==> src/rtl/dnn_mlp_engine.sv <==
// Two-layer 4-3-2 MLP inference engine. A single shared 8x8 signed multiplier
// does one MAC term per cycle: 12 cycles for layer 1, then 6 cycles for layer 2.
module dnn_mlp_engine #(
  parameter int SHIFT = 7,
  parameter int ACC_W = 24
) (
  input  logic        clk,
  input  logic        rst,
  input  logic        in_valid,
  output logic        in_ready,
  input  logic [31:0] x_flat,
  input  logic [95:0] w1_flat,
  input  logic [47:0] b1_flat,
  input  logic [47:0] w2_flat,
  input  logic [31:0] b2_flat,
  output logic        out_valid,
  input  logic        out_ready,
  output logic [31:0] y_flat,
  output logic        busy
);

  typedef enum logic [1:0] {
    IDLE = 2'd0,
    L1   = 2'd1,
    L2   = 2'd2,
    OUT  = 2'd3
  } state_t;

  localparam logic signed [ACC_W-1:0] H_MAX = ACC_W'(127);
  localparam logic signed [ACC_W-1:0] Y_MAX = ACC_W'(32767);
  localparam logic signed [ACC_W-1:0] Y_MIN = -(ACC_W'(32768));

  state_t state_r, state_nx_s;

  logic [31:0] x_r;
  logic [23:0] h_r;
  logic [31:0] y_r;
  logic signed [ACC_W-1:0] acc_r;
  logic [1:0]  outer_r;
  logic [1:0]  inner_r;
  logic        in_ready_r, busy_r, out_valid_r;

  logic              last_inner_s, last_outer_s;
  logic [3:0]        w1_idx_s;
  logic [2:0]        w2_idx_s;
  logic signed [7:0] mul_a_s, mul_b_s;
  logic signed [15:0] bias_s, prod_s;
  logic signed [ACC_W-1:0] base_s, sum_s, shifted_s;
  logic [7:0]        h_nx_s;
  logic [15:0]       y_nx_s;

  assign in_ready  = in_ready_r;
  assign busy      = busy_r;
  assign out_valid = out_valid_r;
  assign y_flat    = y_r;

  // Loop-end detection; the inner/outer bounds differ between the two layers.
  always_comb begin
    last_inner_s = 1'b0;
    last_outer_s = 1'b0;
    if (state_r == L1) begin
      last_inner_s = (inner_r == 2'd3);
      last_outer_s = (outer_r == 2'd2);
    end else begin
      last_inner_s = (inner_r == 2'd2);
      last_outer_s = (outer_r == 2'd1);
    end
  end

  // Next-state logic.
  always_comb begin
    state_nx_s = state_r;
    case (state_r)
      IDLE: begin
        if (in_valid) state_nx_s = L1;
        else          state_nx_s = IDLE;
      end
      L1: begin
        if (last_inner_s && last_outer_s) state_nx_s = L2;
        else                              state_nx_s = L1;
      end
      L2: begin
        if (last_inner_s && last_outer_s) state_nx_s = OUT;
        else                              state_nx_s = L2;
      end
      OUT: begin
        if (out_ready) state_nx_s = IDLE;
        else           state_nx_s = OUT;
      end
      default: state_nx_s = IDLE;
    endcase
  end

  // Operand selection for the shared multiplier and the MAC/activation datapath.
  always_comb begin
    w1_idx_s = ({2'b00, inner_r} * 4'd3) + {2'b00, outer_r};
    w2_idx_s = {inner_r, outer_r[0]};
    mul_a_s  = 8'sd0;
    mul_b_s  = 8'sd0;
    bias_s   = 16'sd0;
    case (state_r)
      L1: begin
        mul_a_s = x_r[{inner_r, 3'b000} +: 8];
        mul_b_s = w1_flat[{w1_idx_s, 3'b000} +: 8];
        bias_s  = b1_flat[{outer_r, 4'b0000} +: 16];
      end
      L2: begin
        // h is in 0..127, so it is also a valid non-negative signed byte
        mul_a_s = h_r[{inner_r, 3'b000} +: 8];
        mul_b_s = w2_flat[{w2_idx_s, 3'b000} +: 8];
        bias_s  = b2_flat[{outer_r, 4'b0000} +: 16];
      end
      default: begin
        mul_a_s = 8'sd0;
        mul_b_s = 8'sd0;
        bias_s  = 16'sd0;
      end
    endcase
    prod_s = mul_a_s * mul_b_s;
    if (inner_r == 2'd0) base_s = {{(ACC_W-16){bias_s[15]}}, bias_s};
    else                 base_s = acc_r;
    sum_s     = base_s + {{(ACC_W-16){prod_s[15]}}, prod_s};
    shifted_s = sum_s >>> SHIFT;
    if (shifted_s[ACC_W-1])     h_nx_s = 8'd0;
    else if (shifted_s > H_MAX) h_nx_s = 8'd127;
    else                        h_nx_s = shifted_s[7:0];
    if (sum_s > Y_MAX)      y_nx_s = 16'h7fff;
    else if (sum_s < Y_MIN) y_nx_s = 16'h8000;
    else                    y_nx_s = sum_s[15:0];
  end

  // State register and registered handshake/status flags.
  always_ff @(posedge clk) begin
    if (rst) begin
      state_r     <= IDLE;
      in_ready_r  <= 1'b1;
      busy_r      <= 1'b0;
      out_valid_r <= 1'b0;
    end else begin
      state_r     <= state_nx_s;
      in_ready_r  <= (state_nx_s == IDLE);
      busy_r      <= (state_nx_s != IDLE);
      out_valid_r <= (state_nx_s == OUT);
    end
  end

  // Datapath: input latch, accumulator, loop counters, hidden and output stores.
  always_ff @(posedge clk) begin
    if (rst) begin
      x_r     <= 32'd0;
      h_r     <= 24'd0;
      y_r     <= 32'd0;
      acc_r   <= '0;
      outer_r <= 2'd0;
      inner_r <= 2'd0;
    end else begin
      case (state_r)
        IDLE: begin
          if (in_valid) begin
            x_r     <= x_flat;
            outer_r <= 2'd0;
            inner_r <= 2'd0;
          end
        end
        L1, L2: begin
          acc_r <= sum_s;
          if (last_inner_s) begin
            inner_r <= 2'd0;
            if (state_r == L1) h_r[{outer_r, 3'b000} +: 8] <= h_nx_s;
            else               y_r[{outer_r, 4'b0000} +: 16] <= y_nx_s;
            if (last_outer_s) outer_r <= 2'd0;
            else              outer_r <= outer_r + 2'd1;
          end else begin
            inner_r <= inner_r + 2'd1;
          end
        end
        default: begin
          acc_r <= acc_r;
        end
      endcase
    end
  end

endmodule

==> config.mk <==
export PLATFORM = sky130hd
export DESIGN_NAME = dnn_mlp_engine
export DESIGN_NICKNAME = d
export VERILOG_FILES = /design/src/rtl/dnn_mlp_engine.sv
export SDC_FILE = /design/constraint.sdc
export NUM_CORES = 1
export LEC_CHECK = 0
export ABC_AREA = 1
export CAP_MARGIN = 20
export CELL_PAD_IN_SITES_DETAIL_PLACEMENT = 1
export CELL_PAD_IN_SITES_GLOBAL_PLACEMENT = 1
export CORE_AREA = 3 3 181 183
export DETAILED_ROUTE_END_ITERATION = 6
export DIE_AREA = 0 0 184 186
export GPL_ROUTABILITY_DRIVEN = 0
export MAX_ROUTING_LAYER = met4
export PLACE_DENSITY = 0.95
export SETUP_SLACK_MARGIN = 0.2
export SYNTH_ARGS = -nofsm -noshare
export SYNTH_HDL_FRONTEND = slang
export SYNTH_SLANG_ARGS = --single-unit
export TNS_END_PERCENT = 20
==> constraint.sdc <==
create_clock -name clk -period 15.75 [get_ports clk]
set_clock_uncertainty 0.15 [all_clocks]
set_input_delay 3.15 -clock clk [delete_from_list [all_inputs] [get_ports clk]]
set_output_delay 3.15 -clock clk [all_outputs]
set_load 0.03 [all_outputs]
* Word-level counts from Yosys, hierarchy flattened
Index checks and enable logic that the tools add are counted.
** Word-level totals
- Logic and storage cells :: 77
- Register bits :: 121
- Output and inout bits :: 35
** Operators by class
- Mux-type cells :: 23
- Equality and inequality tests :: 10
- Bitwise operators :: 1
- Reductions and logical operators :: 12
- Shifts and indexed selects :: 10
- Order comparisons :: 3
- Add/subtract/negate cells :: 6
- Multiply operators :: 2
** Operators with widths (count)
- 96-bit by 8-bit indexed part select with 8-bit output :: 1
- 48-bit by 7-bit indexed part select with 16-bit output :: 1
- 48-bit by 7-bit indexed part select with 8-bit output :: 1
- 32-bit bitwise mux :: 1
- 16-bit two-way mux :: 2
- 16-bit one-hot mux with 2 select lines :: 1
- 8-bit one-hot mux with 2 select lines :: 2
- 16-bit by 8-bit variable shift with 32-bit output (first input constant) :: 1
- 16-bit by 8-bit indexed part select with 32-bit output :: 1
- 32-bit by 6-bit indexed part select with 8-bit output :: 1
- 32-bit by 7-bit indexed part select with 16-bit output :: 1
- 24-bit adder :: 1
- 24-bit bitwise mux :: 1
- 24-bit by 16-bit > comparator with 1-bit output (second input constant) :: 1
- 24-bit by 16-bit less-than comparator with 1-bit output (second input constant) :: 1
- 24-bit two-way mux :: 1
- 8-bit by 7-bit variable shift with 24-bit output (first input constant) :: 1
- 24-bit by 6-bit indexed part select with 8-bit output :: 1
- 8-bit by 7-bit indexed part select with 24-bit output :: 1
- 17-bit by 8-bit > comparator with 1-bit output (second input constant) :: 1
- 8-bit by 8-bit multiplier with 16-bit output :: 1
- 8-bit two-way mux :: 2
- 2-bit equality test (second input constant) :: 6
- 2-bit two-way mux :: 6
- 17 further kinds :: 30

* Depth between registers and ports, before layout
- Depth in word-level cells :: 11
- Gate-level depth with buffers :: 56
- Depth with buffers taken out :: 50

* Worst setup path before layout
No wires, ideal clock.
- Path kind :: in2reg
- Start :: in w1_flat[23]
- End :: reg y_r[5] (netlist: y_flat[5])
- Buffers on the path :: 1
- Arrival :: 9.449 ns
- Required time :: 15.468 ns
- Stages :: 44
- Setup slack :: 6.019 ns
- Library setup time :: 0.132 ns
- Path through :: nand2_1 -> a221oi_1 -> nor3_1 -> o31ai_1 -> nand2_1 -> inv_1 -> nand2_1 -> fa_1 -> fa_1 -> inv_1 -> fa_1 -> inv_1 -> fa_1 -> inv_1 -> ha_1 -> inv_1 -> o21ai_0 -> a21oi_1 -> (+8 left out) -> xnor2_1 -> ha_1 -> nand2_1 -> nand2_1 -> o21bai_1 -> nor2_1 -> nand2_1 -> nand2_1 -> nand2_1 -> nand2_1 -> nand3_1 -> nor2_4 -> nand2_2 -> nand2_4 -> buf_12 -> nand2_4 -> nand2_1 -> a21oi_2
** Between the ends
- Cells in the longest elaborated chain, start to end :: 9
** RTL lines
- from (decl) :: line 12 : input logic [95:0] w1_flat,
- 96-bit by 8-bit indexed part select with 8-bit output (*) :: line 104 : mul_b_s = w1_flat[{w1_idx_s, 3'b000} +: 8];
- 8-bit one-hot mux with 2 select lines (*) :: line 101 : case (state_r)
- 8-bit by 8-bit multiplier with 16-bit output (*) :: line 119 : prod_s = mul_a_s * mul_b_s;
- 24-bit adder (*) :: line 122 : sum_s = base_s + {{(ACC_W-16){prod_s[15]}}, prod_s};
- 24-bit by 16-bit less-than comparator with 1-bit output :: line 128 : else if (sum_s < Y_MIN) y_nx_s = 16'h8000;
- 16-bit two-way mux :: line 128
- 16-bit two-way mux (*) :: line 127 : if (sum_s > Y_MAX) y_nx_s = 16'h7fff;
- 16-bit by 8-bit indexed part select with 32-bit output (*) :: line 170 : else y_r[{outer_r, 4'b0000} +: 16] <= y_nx_s;
- 32-bit bitwise mux (*) :: line 170
- to (signal, indexed assignment) :: line 170
- to (decl) :: line 37 : logic [31:0] y_r;
Every way passes the cells marked *; elsewhere a longest branch is shown, timed or not.
A chain may end at the register's enable or synchronous reset.

* Worst setup path after layout
- Start :: reg outer_r[1]
- End :: reg y_r[16] (netlist: y_flat[16])
** Between the ends
- Cells in the longest elaborated chain, start to end :: 10
** RTL lines
- from (decl) :: line 39 : logic [1:0] outer_r;
- from (signal assigned) :: line 172 : else outer_r <= outer_r + 2'd1;
- 4-bit by 2-bit adder with 4-bit output :: line 96 : w1_idx_s = ({2'b00, inner_r} * 4'd3) + {2'b00, outer_r};
- 96-bit by 8-bit indexed part select with 8-bit output :: line 104
- 8-bit one-hot mux with 2 select lines :: line 101
- 8-bit by 8-bit multiplier with 16-bit output :: line 119
- 24-bit adder :: line 122
- 24-bit by 16-bit less-than comparator with 1-bit output :: line 128
- 16-bit two-way mux :: line 128
- 16-bit two-way mux :: line 127
- 16-bit by 8-bit indexed part select with 32-bit output :: line 170
- 32-bit bitwise mux (*) :: line 170
Marked as above.

==> out/results.txt <==
Main synth FF type -> dfxtp_1
synth cell count leaders -> 413 x nand2_1, 227 x inv_1, 225 x nor2_1, 155 x a21oi_1, 121 x dfxtp_1
largest net degree at the start of global routing -> 79
largest family of logic cells by synthesized area -> simple AND/OR/NAND/NOR gates
Critical Path Max Stage Delay -> 1090 ps
post-synthesis mux area share -> 0%
Synth top area share -> 20.5%
CP required -> 15890 ps
Post-DRT Antenna Nets -> 0
Slew Limit Headroom -> 22.6%
met3 wire len -> 5820 um
Initial Util -> 37.6%
post-cts resize count -> 0
CTS clock-pin slew for the worst setup and hold paths -> 60 ps
syn nets -> 2200
First-pass DRT Iterations -> 6
TritonCTS Buffers -> 17
Worst path slowest cell -> dfxtp_1
RSZ-0062 raised after global routing -> false
register bit total from synthesis -> 121
area share of fa/ha/maj cells after synthesis -> 16.7%
vias in the first global route -> 15500
number of synthesized flops with an enable pin -> 0
Worst Setup End Kind -> flop
crit path kind -> reg -> reg
vias -> 14900
Die ar. -> 34200 um2
status -> completed
XOR/XNOR Fraction of Synth Area -> 1.85%
power per cell area -> 85.3 nW/um2
CTS HTree Levels -> 4
Area Overhead vs Synth -> 32.6%
DRT met1 WL -> 21800 um
DR WL/cell -> 25.6 um
DRC Markers -> 0
global-route wire length before repair -> 89800 um
yosys warns -> 0
port buffer count -> 294
fmax -> 0.0759 GHz
# nets final -> 2436
CTS root buffer -> clkbuf_16
Setup violations, final -> 0
sequential share of the synthesized area -> 20.5%
setup_tns -> 0 ps
layout cells sized above 1 -> 6.87%
Worst Max-Slew Pin Slew -> 1160 ps
cell count after synthesis -> 1818
DRT Wirelength -> 63400 um
DR top layer -> met4
Die Ht -> 186 um
Lkg Pwr -> 0.00696 uW
Startpoint Class -> flop
die width -> 184 um
maximum clock path buffer count -> 2
wire length on met2 -> 29700 um
CTS sink cnt -> 121
Cell Area, Placed -> 15000 um2
main area contributors after synthesis -> dfxtp_1 20%, nand2_1 13%, fa_1 10%, inv_1 7.2%, nor2_1 7.1%
number of setup buffers added after CTS -> 0
Clock Latency Late Sink -> 470 ps
Slew Viols, Final -> 0
Distinct cells, synth -> 50
Hold Path Class -> reg -> reg
Compound-Gate Fraction of Synth Area -> 18.8%
hpwl dp -> 43100 um
# rows -> 65
antenna violations before repair -> 8
post-layout instance area -> 15700 um2
final hold vios -> 0
Vias/cell -> 6.04
total power -> 1340 uW
most used cell, CP -> inv_1
Overall Global Routing Usage -> 35.1%
TritonCTS clock tree -> yes
core area -> 31400 um2
num ports -> 295
Tmin final -> 13180 ps
maximum vdd drop -> 0.0734 mV
final worst-path cycle share -> 83.7%
CTS Hold Bufs -> 0
number of max-cap violations -> 0
synthesized cell area -> 11800 um2
initial DRC count -> 1678
CP max FO -> 25
most common cell in the netlist -> nand2_1
Async SR Flop Fraction -> 0%
grt total ovfl -> 0
leading area contributor after synthesis -> dfxtp_1
Data arrival, critical path -> 13320 ps
Post-Synth Simple-Gate Area -> 31.1%
Avg Cell Area, Syn -> 6.50 um2
per-layer routing:
| layer | up-vias | track usage (%) |
|---|---|---|
| met5 | - | - |
| met4 | 0 | 25.7 |
| met3 | 418 | 7.76 |
| met2 | 1024 | 59.0 |
| met1 | 7118 | 36.3 |
| li1 | 6389 | - |
kinds of logic (layout without fill, tap and decap cells):
| family | count (synthesis) | after routing |
|---|---|---|
| flip-flops | 121 | 121 |
| other | 0 | 8 |
| AO/OA/AOI/OAI | 376 | 376 |
| XOR/XNOR | 25 | 25 |
| adder cells (fa/ha/maj) | 122 | 122 |
| AND/OR/NAND/NOR | 838 | 838 |
| buffers and inverters | 336 | 584 |
critical path, delay by kind of cell, from the launching register on:
family	cells	cell delay, ps
simple gates	14	2410
compound gates	8	2080
fa+ha+maj	8	4070
flops	1	1090
buf+inv	11	2920
xor+xnor	1	260
cell type report:
| type | instances | area [um2] |
|---|---|---|
| Clock inverter | 13 | 178 |
| Timing Repair Buffer | 309 | 3110 |
| Tap cell | 402 | 503 |
| Antenna cell | 8 | 20.0 |
| Clock buffer | 18 | 439 |
| Sequential cell | 121 | 2420 |
| Inverter | 244 | 917 |
| Multi-Input combinational cell | 1361 | 8080 |
| Fill cell | 4014 | 15700 |
metrics by stage:
stage | setup slack [ps] | util [%] | hold slack (ps) | std cells
floorplan | 6020 | - | 269 | 1818
global placement | 4290 | 47.6 | 278 | 2434
detailed placement | 3840 | 47.6 | 288 | 2434
CTS | 3390 | 49.6 | 306 | 2465
global route | 2230 | 49.9 | 339 | 2476
finish | 2570 | 49.9 | 322 | 2476
where the power goes:
part	switching [uW]	total [uW]	leakage [uW]	internal [uW]
clock network	175	442	0.000301	267
registers	12.4	333	0.000988	320
logic	371	562	0.00567	190
total	559	1340	0.00696	777
cells in the final DEF (no fill, tap or decap), types with 16 or more instances in the layout:
cell type          n
nand2_1          413
clkdlybuf4s50_1  293
inv_1            226
nor2_1           225
a21oi_1          155
dfxtp_1          120
o21ai_0          105
nand3_1           99
ha_1              62
fa_1              59
nand4_1           29
nand2_4           19
o22ai_1           18
nand2_2           18
a21oi_2           17
clkbuf_16         17
inv_2             16
xor2_1            16
sequential cells by signal, summed over array words and instances (netlist names):
signal,flops
state_r,2
x_r,32
acc_r,24
inner_r,2
out_valid,1
y_flat,32
in_ready,1
busy,1
h_r,24
outer_r,2
worst paths after layout:
kind	endpoint	slack [ps]	cells after the start	startpoint
setup / recovery	y_flat[16]	2570	42	outer_r[1]
hold reg to reg	h_r[7]	320	2	h_r[7]
setup reg to reg	y_flat[16]	2570	42	outer_r[1]
hold / removal	h_r[7]	320	2	h_r[7]
Power figures use the tool's default switching activity.
